<file path="config.mk">
export PLATFORM = sky130hd
export DESIGN_NAME = issue_execute_fifo_flat
export DESIGN_NICKNAME = d
export VERILOG_FILES = /design/src/rtl/issue_execute_fifo_if.sv /design/src/rtl/issue_execute_fifo.sv /design/src/flat_wrapper.sv
export SDC_FILE = /design/constraint.sdc
export NUM_CORES = 1
export LEC_CHECK = 0
export CAP_MARGIN = 5
export CORE_MARGIN = 2
export CORE_UTILIZATION = 55
export CTS_CLUSTER_DIAMETER = 30
export DETAILED_ROUTE_END_ITERATION = 10
export GPL_TIMING_DRIVEN = 1
export PLACE_DENSITY = 0.84
export SYNTH_ARGS = -nofsm -noshare
export SYNTH_HDL_FRONTEND = slang
export SYNTH_SLANG_ARGS = --single-unit
</file>
<file path="constraint.sdc">
create_clock -name clk -period 3.7 [get_ports clk]
set_input_delay 0.37 -clock clk [delete_from_list [all_inputs] [get_ports clk]]
set_output_delay 0.37 -clock clk [all_outputs]
set_load 0.01 [all_outputs]
</file>
<file path="src/rtl/issue_execute_fifo_if.sv">
// Shared entry type plus the issue->execute FIFO interface.
//   issue_execute_pkg    : issue_execute_pack_t, the entry carried from issue to execute
//   issue_execute_fifo_if: push/data_in/pop/flush from the pipeline (master),
//                          full/count/data_out/data_out_valid from the FIFO (slave)
package issue_execute_pkg;
  typedef struct packed {
    logic [5:0]  rob_id;
    logic [3:0]  opcode;
    logic [4:0]  rd;
    logic [31:0] src_a;
    logic [31:0] src_b;
  } issue_execute_pack_t;
endpackage

interface issue_execute_fifo_if #(parameter int DEPTH = 4);
  import issue_execute_pkg::*;
  localparam int CW = $clog2(DEPTH + 1);

  logic                flush;
  logic                push;
  issue_execute_pack_t data_in;
  logic                full;
  logic [CW-1:0]       count;
  issue_execute_pack_t data_out;
  logic                data_out_valid;
  logic                pop;

  modport master (output flush, push, data_in, pop,
                  input  full, count, data_out, data_out_valid);
  modport slave  (input  flush, push, data_in, pop,
                  output full, count, data_out, data_out_valid);
endinterface

</file>
<file path="src/rtl/issue_execute_fifo.sv">
// Show-ahead FIFO between the issue stage and one execute unit.
//   clk, rst : clock, synchronous active-high reset
//   io       : issue_execute_fifo_if.slave
//              push/data_in enqueue, pop consumes the presented head,
//              flush empties the queue and beats push/pop,
//              full/count are registered occupancy, data_out is the head
//              (all-zero when data_out_valid is low).
// Optional: ISSUE_EXECUTE_FIFO_BYPASS_EN lets a push into an empty queue be
// presented combinationally the same cycle; if it is also popped it is never
// stored.
module issue_execute_fifo
  import issue_execute_pkg::*;
#(
  parameter int DEPTH = 4
) (
  input  logic                  clk,
  input  logic                  rst,
  issue_execute_fifo_if.slave   io
);
  localparam int PW = $clog2(DEPTH);
  localparam int CW = $clog2(DEPTH + 1);

  issue_execute_pack_t mem [DEPTH];
  logic [PW-1:0] rptr, wptr;
  logic [CW-1:0] cnt;

  logic empty, push_ok, pop_ok, byp, byp_pop, wr_en, rd_en;

  assign empty   = (cnt == '0);
  assign io.full = (cnt == CW'(DEPTH));
  assign io.count = cnt;

`ifdef ISSUE_EXECUTE_FIFO_BYPASS_EN
  assign byp = empty & io.push & ~io.flush;
`else
  assign byp = 1'b0;
`endif

  assign io.data_out_valid = ~empty | byp;

  always_comb begin
    io.data_out = '0;
    if (!empty)   io.data_out = mem[rptr];
    else if (byp) io.data_out = io.data_in;
  end

  // Acceptance only looks at registered full: a pop cannot make room for a
  // push in the same cycle.
  assign push_ok = io.push & ~io.full & ~io.flush;
  assign pop_ok  = io.pop & io.data_out_valid & ~io.flush;

  // Bypassed entry consumed in flight: neither stored nor counted.
  assign byp_pop = byp & io.pop;
  assign wr_en   = push_ok & ~byp_pop;
  assign rd_en   = pop_ok & ~byp_pop;

  always_ff @(posedge clk) begin
    if (rst || io.flush) begin
      rptr <= '0;
      wptr <= '0;
      cnt  <= '0;
    end else begin
      if (wr_en) wptr <= wptr + PW'(1);
      if (rd_en) rptr <= rptr + PW'(1);
      case ({wr_en, rd_en})
        2'b10:   cnt <= cnt + CW'(1);
        2'b01:   cnt <= cnt - CW'(1);
        default: cnt <= cnt;
      endcase
    end
  end

  // Storage is not reset; contents are qualified by cnt.
  always_ff @(posedge clk) begin
    if (wr_en && !rst) mem[wptr] <= io.data_in;
  end
endmodule

</file>
<file path="src/flat_wrapper.sv">
// flat-port wrapper written by rule: the top's interface ports become plain ports
module issue_execute_fifo_flat import issue_execute_pkg::*;
#(
  parameter int DEPTH = 4
)
  (clk, rst, io_flush, io_push, io_data_in, io_pop, io_full, io_count, io_data_out, io_data_out_valid);
  issue_execute_fifo_if #(.DEPTH(DEPTH)) io_i ();
  input  logic clk;
  input  logic rst;
  input wire logic [$bits(io_i.flush)-1:0] io_flush;
  input wire logic [$bits(io_i.push)-1:0] io_push;
  input wire logic [$bits(io_i.data_in)-1:0] io_data_in;
  input wire logic [$bits(io_i.pop)-1:0] io_pop;
  output wire logic [$bits(io_i.full)-1:0] io_full;
  output wire logic [$bits(io_i.count)-1:0] io_count;
  output wire logic [$bits(io_i.data_out)-1:0] io_data_out;
  output wire logic [$bits(io_i.data_out_valid)-1:0] io_data_out_valid;
  assign io_i.flush = io_flush;
  assign io_i.push = io_push;
  assign io_i.data_in = io_data_in;
  assign io_i.pop = io_pop;
  assign io_full = io_i.full;
  assign io_count = io_i.count;
  assign io_data_out = io_i.data_out;
  assign io_data_out_valid = io_i.data_out_valid;
  issue_execute_fifo #(.DEPTH(DEPTH)) u_core (.clk(clk), .rst(rst), .io(io_i));
endmodule
</file>
Word level (Yosys, flattened, before mapping)
Memories as Yosys holds them, arrays and structs flattened. A register that Yosys moved wholly into a read port is not among the register bits.
Cells that the tools add are included.
{"block": "op_classes", "addsub": 4, "n_mul": 0, "n_div": 0, "n_lt_le_gt_ge": 0, "n_eq_ne": 3, "shifts": 0, "n_mux": 6, "bitwise_logic": 7, "n_reduce_logical": 5}
{"operator": "79-bit two-way mux", "count": 1}
{"operator": "3-bit one-hot mux with 2 select lines", "count": 1}
{"operator": "2-bit by 1-bit adder with 2-bit output, second input constant", "count": 2}
{"operator": "1-bit AND", "count": 4}
{"operator": "2-bit two-way mux", "count": 2}
{"operator": "3-bit by 1-bit adder with 3-bit output, second input constant", "count": 1}
{"operator": "3-bit == test, second input constant", "count": 1}
{"operator": "3-bit zero test", "count": 1}
{"operator": "1-bit NOT", "count": 3}
{"operator": "3-bit by 1-bit subtractor with 3-bit output, second input constant", "count": 1}
{"operator": "2-bit by 1-bit == test with 1-bit output, second input constant", "count": 1}
{"operator": "2-bit == test, second input constant", "count": 1}
{"operator": "1-bit two-way mux", "count": 2}
{"operator": "2-bit nonzero test", "count": 1}
{"operator": "1-bit logical AND", "count": 1}
{"operator": "1-bit zero test", "count": 1}
{"operator": "1-bit logical OR", "count": 1}
{"block": "word_totals", "register_bits": 7, "latchBits": 0, "ram_bits": 316, "rom_bits": 0, "inputBits": 84, "output_inout_bits": 84, "word_cells": 29, "mem_count": 1}
{"name": "u_core.mem", "words": 4, "word_bits": 79, "rd": 1, "rd_ports_with_merged_regs": 1, "wr": 1, "line_no": "issue_execute_fifo.sv:23", "rtl": "issue_execute_pack_t mem [DEPTH];"}

Longest topological paths before layout
{"block": "depth", "word_depth": 7, "mapped_depth": 9, "ltp_nobuf": 9}

Worst setup path before layout
OpenSTA, ideal clock, no wires.
{"block": "synth_timing", "path_type": "flip-flop to flip-flop", "start": "reg u_core.cnt[0] (netlist: u_core.io.count[0])", "end": "mem u_core.mem[0][0] in the netlist's numbering (enable)", "setup_ns": 0.446, "arrival_ns": 2.803, "required_time_ns": 3.254, "setup_slack_ns": 0.450, "path_stages_with_launch": 5, "path_buffers": 0, "cell_sequence": "dfxtp_1 > or3b_2 > inv_1 > nor2_1 > and3_1"}
{"block": "synth_via", "elab_chain_len": 7}
{"item": "from (decl)", "line_no": "issue_execute_fifo.sv:25", "rtl": "logic [CW-1:0] cnt;"}
{"item": "from (signal assigned)", "line_no": "issue_execute_fifo.sv:66", "rtl": "2'b10: cnt <= cnt + CW'(1);"}
{"item": "from (signal assigned)", "line_no": "issue_execute_fifo.sv:67", "rtl": "2'b01: cnt <= cnt - CW'(1);"}
{"item": "from (signal assigned)", "line_no": "issue_execute_fifo.sv:68", "rtl": "default: cnt <= cnt;"}
{"item": "3-bit == test", "line_no": "issue_execute_fifo.sv:30", "rtl": "assign io.full = (cnt == CW'(DEPTH));"}
{"item": "named net io_full", "line_no": "flat_wrapper.sv:14", "rtl": "output wire logic [$bits(io_i.full)-1:0] io_full;"}
{"item": "1-bit NOT", "line_no": "issue_execute_fifo.sv:49", "rtl": "assign push_ok = io.push & ~io.full & ~io.flush;"}
{"item": "1-bit AND (2 in series)", "line_no": "issue_execute_fifo.sv:49"}
{"item": "1-bit logical AND", "line_no": "issue_execute_fifo.sv:75", "rtl": "if (wr_en && !rst) mem[wptr] <= io.data_in;"}
{"item": "1-bit two-way mux", "line_no": "issue_execute_fifo.sv:75"}
{"item": "1-bit two-way mux (implied by the code)", "line_no": "issue_execute_fifo.sv:75"}
{"item": "to (decl)", "line_no": "issue_execute_fifo.sv:23"}
The timed path passes the listed nets, and every way through them passes these cells.

==> flow_summary_export.csv <==
group,metric,value,unit
setup_path,cp.required,3.33,ns
logic_synthesis,async_reset_ff_share,0,%
logic_synthesis,synth.most_common_cell,"edfxtp_1",
logic_synthesis,netlist_area,0.01239,mm^2
route,viasPerCell,5.718,
logic_synthesis,syn-mean-instance-area,22.29,um^2
die,placeableCoreArea,0.02196,mm^2
route,drt_iter0_drc,584,
finish,fin_util,73.94,%
cts,cts_sinks,325,
setup_path,r2r_slack,1.11,ns
pwr,ir_drop,394.4,uV
cts,path_clk_slew,0.05,ns
logic_synthesis,syn_nets,646,
timing,fin_tns_setup,0,ns
cts,ctsHoldBuffers,0,
cts,cts_setup_buffers,0,
logic_synthesis,synth_cell_types,24,
place,hpwl,14.40,mm
timing,setup_viol,0,
place,place_ws,1.046,ns
timing,slew_violations,0,
logic_synthesis,yosysWarnings,0,
cts,post_cts_resized,0,
pwr,finalPower,9.142,mW
finish,seq_area,0.009677,mm^2
die,initial_core_util,56.43,%
pwr,p_leak,5.220,nW
pwr,power_density,563.1,mW/mm^2
timing,min_period,3.206,ns
setup_path,critPathCaptureType,"output port",
cts,numCtsBuffers,53,
finish,drive_gt1_share,23.73,%
timing,fmax,0.3119,GHz
timing,skew,0.01828,ns
finish,areaGrowthSynthToFinish,31.03,%
min_path,min-delay-start,"io_data_in[58]",
min_path,holdPathStages,1,
outcome,status,"complete, no violations",
logic_synthesis,synth_area_leaders,"edfxtp_1, mux4_2, and2_1",
logic_synthesis,ys_ff_latch,325,
place,routabilityCongestion,0.7246,
cts,htreeDepth,2,
die,ios,168,
finish,n_fill_cell,1179,
timing,finalWorstSetupSlack,0.4938,ns
logic_synthesis,synthCells,556,
timing,rsz0062_at_grt,"false",
timing,period_share,86.65,%
setup_path,critPathKind,"register to output port",
route,routed_wl,25.52,mm
finish,nNetsFinal,854,
global_routing,overflow,0,
finish,multi_input_area,0.002565,mm^2
setup_path,reg2reg_depth,9,
cts,clk_latency,0.55,ns
route,wire_per_inst,23.43,um
route,via_count,6227,
setup_path,worstSetupStartpointType,"register",
setup_path,r2r-end,"u_core.io.count[2]$_SDFFE_PP0P_",
logic_synthesis,ys.flop_type,"edfxtp_1",
min_path,min_path_type,"input pin to register",
setup_path,reg2reg_from,"u_core.io.count[2]$_SDFFE_PP0P_",
logic_synthesis,synth_edf_count,316,
logic_synthesis,yosysTopAreaCell,"edfxtp_1",
cts,cts.path.max_buffers,3,
global_routing,antenna_found_initial,0,
place,placed_area,0.01447,mm^2
die,die_y,154.1,um
global_routing,grt_pass1_wl,38.74,mm
logic_synthesis,ys_seq_area_share,78.04,%
die,die-area,0.02375,mm^2
global_routing,grt_use_total,21.66,%
cts,root_buffer,"clkbuf_16",
route,ant_nets,0,
global_routing,grt_max_degree,46,
setup_path,arrival,2.84,ns
finish,num_antenna_cells,0,
die,die_w,154.1,um
logic_synthesis,synth_top_area_share,76.58,%
die,rows,54,
timing,final_hold_viol_count,0,
min_path,whs_endpoint,"u_core.mem[2][58]$_DFFE_PP_",
finish,stdcell_area,0.01624,mm^2
timing,tightest_slew,0.6763,ns
timing,relSlewSlack,54.91,%
route,firstDrtPassIters,5,
logic_synthesis,yosys-top-cells-count,"edfxtp_1, and2_1, mux4_2",
job,maxCapViolCount,0,
global_routing,grt_pass1_vias,6634,
setup_path,crit_fanout,45,
route,drcViolationCount,0,
cts,tritoncts,"done",
place,port_buffers,167,
-- cell families after synthesis --
kind of cell | count (synthesis) | share of synthesized area, %
flops | 325 | 78.04
simple gates | 99 | 4.827
mux | 79 | 14.36
buf+inv | 35 | 1.434
compound gates | 8 | 0.3938
fa+ha+maj | 6 | 0.6665
xor+xnor | 4 | 0.2827
-- placed cells by master (no fill, tap or decap), types with 2 or more instances in the layout --
cell type        count
edfxtp_1           316
clkdlybuf4s50_1    167
mux4_2              79
and2_1              79
clkbuf_16           53
clkinvlp_4          12
nor2_1               9
clkinv_2             9
buf_4                8
inv_1                7
dfxtp_1              7
clkbuf_1             6
buf_12               6
ha_1                 5
clkinv_4             5
bufinv_16            5
and3_4               4
xor2_1               4
clkinv_1             4
a21oi_1              3
inv_6                3
or3_1                2
o31ai_1              2
o21ai_0              2
dfxtp_4              2
clkinv_8             2
-- area by class of cell --
class | count | area share (%)
clock buffers | 60 | 8.392
clock inverters | 40 | 2.481
inverters | 7 | 0.1618
multi-input cells | 196 | 15.80
flip-flops and latches | 325 | 59.60
well taps | 280 | 2.158
repair buffers | 181 | 11.41
-- metal layers --
metal | part of all wire, % | global-route usage [%] | routed length [um] | vias to the layer above
li1 | - | - | - | 2694
met1 | 42 | 30.56 | 10690 | 3235
met2 | 50 | 35.60 | 12800 | 264
met3 | 6.3 | 3.890 | 1600 | 34
met4 | 1.7 | 5.964 | 430 | 0
met5 | 0 | 0 | 0 | -
-- power breakdown --
group | internal, mW | switching (mW)
sequential | 4.08 | 0.0133
clock | 3.02 | 1.70
combinational | 0.180 | 0.145
total | 7.28 | 1.86
-- state kept, by name, indices dropped and copies added, names as in the netlist, named ones only --
name and flops:
u_core.mem 316, u_core.rptr 2, u_core.io.count 3, u_core.wptr 2
-- stage by stage --
stage / cells / hold WS [ns]
2_1_floorplan: 556 / 0.4689
3_3_place_gp: 989 / 0.4954
3_5_place_dp: 989 / 0.5280
4_1_cts: 1089 / 0.4372
5_1_grt: 1089 / 0.4576
6_report: 1089 / 0.4559
-- worst max-delay path by stage --
stage	end	slack, ns	cells past startpoint
detailed placement	io_data_out[19]	1.05	4
finish	io_data_out[19]	0.49	4
CTS	io_data_out[66]	0.46	4
global route	io_data_out[16]	0.37	4
global placement	io_data_out[16]	1.05	4
floorplan	u_core.mem[0][0]$_DFFE_PP_	0.45	4
-- worst max-delay path, cell delays in order (launching register included) --
cell and delay (ns):
dfxtp_4 0.78, buf_4 0.43, mux4_2 0.36, and2_1 0.19
clkdlybuf4s50_1 0.49
No activity file was read; power rests on OpenSTA's default activity.
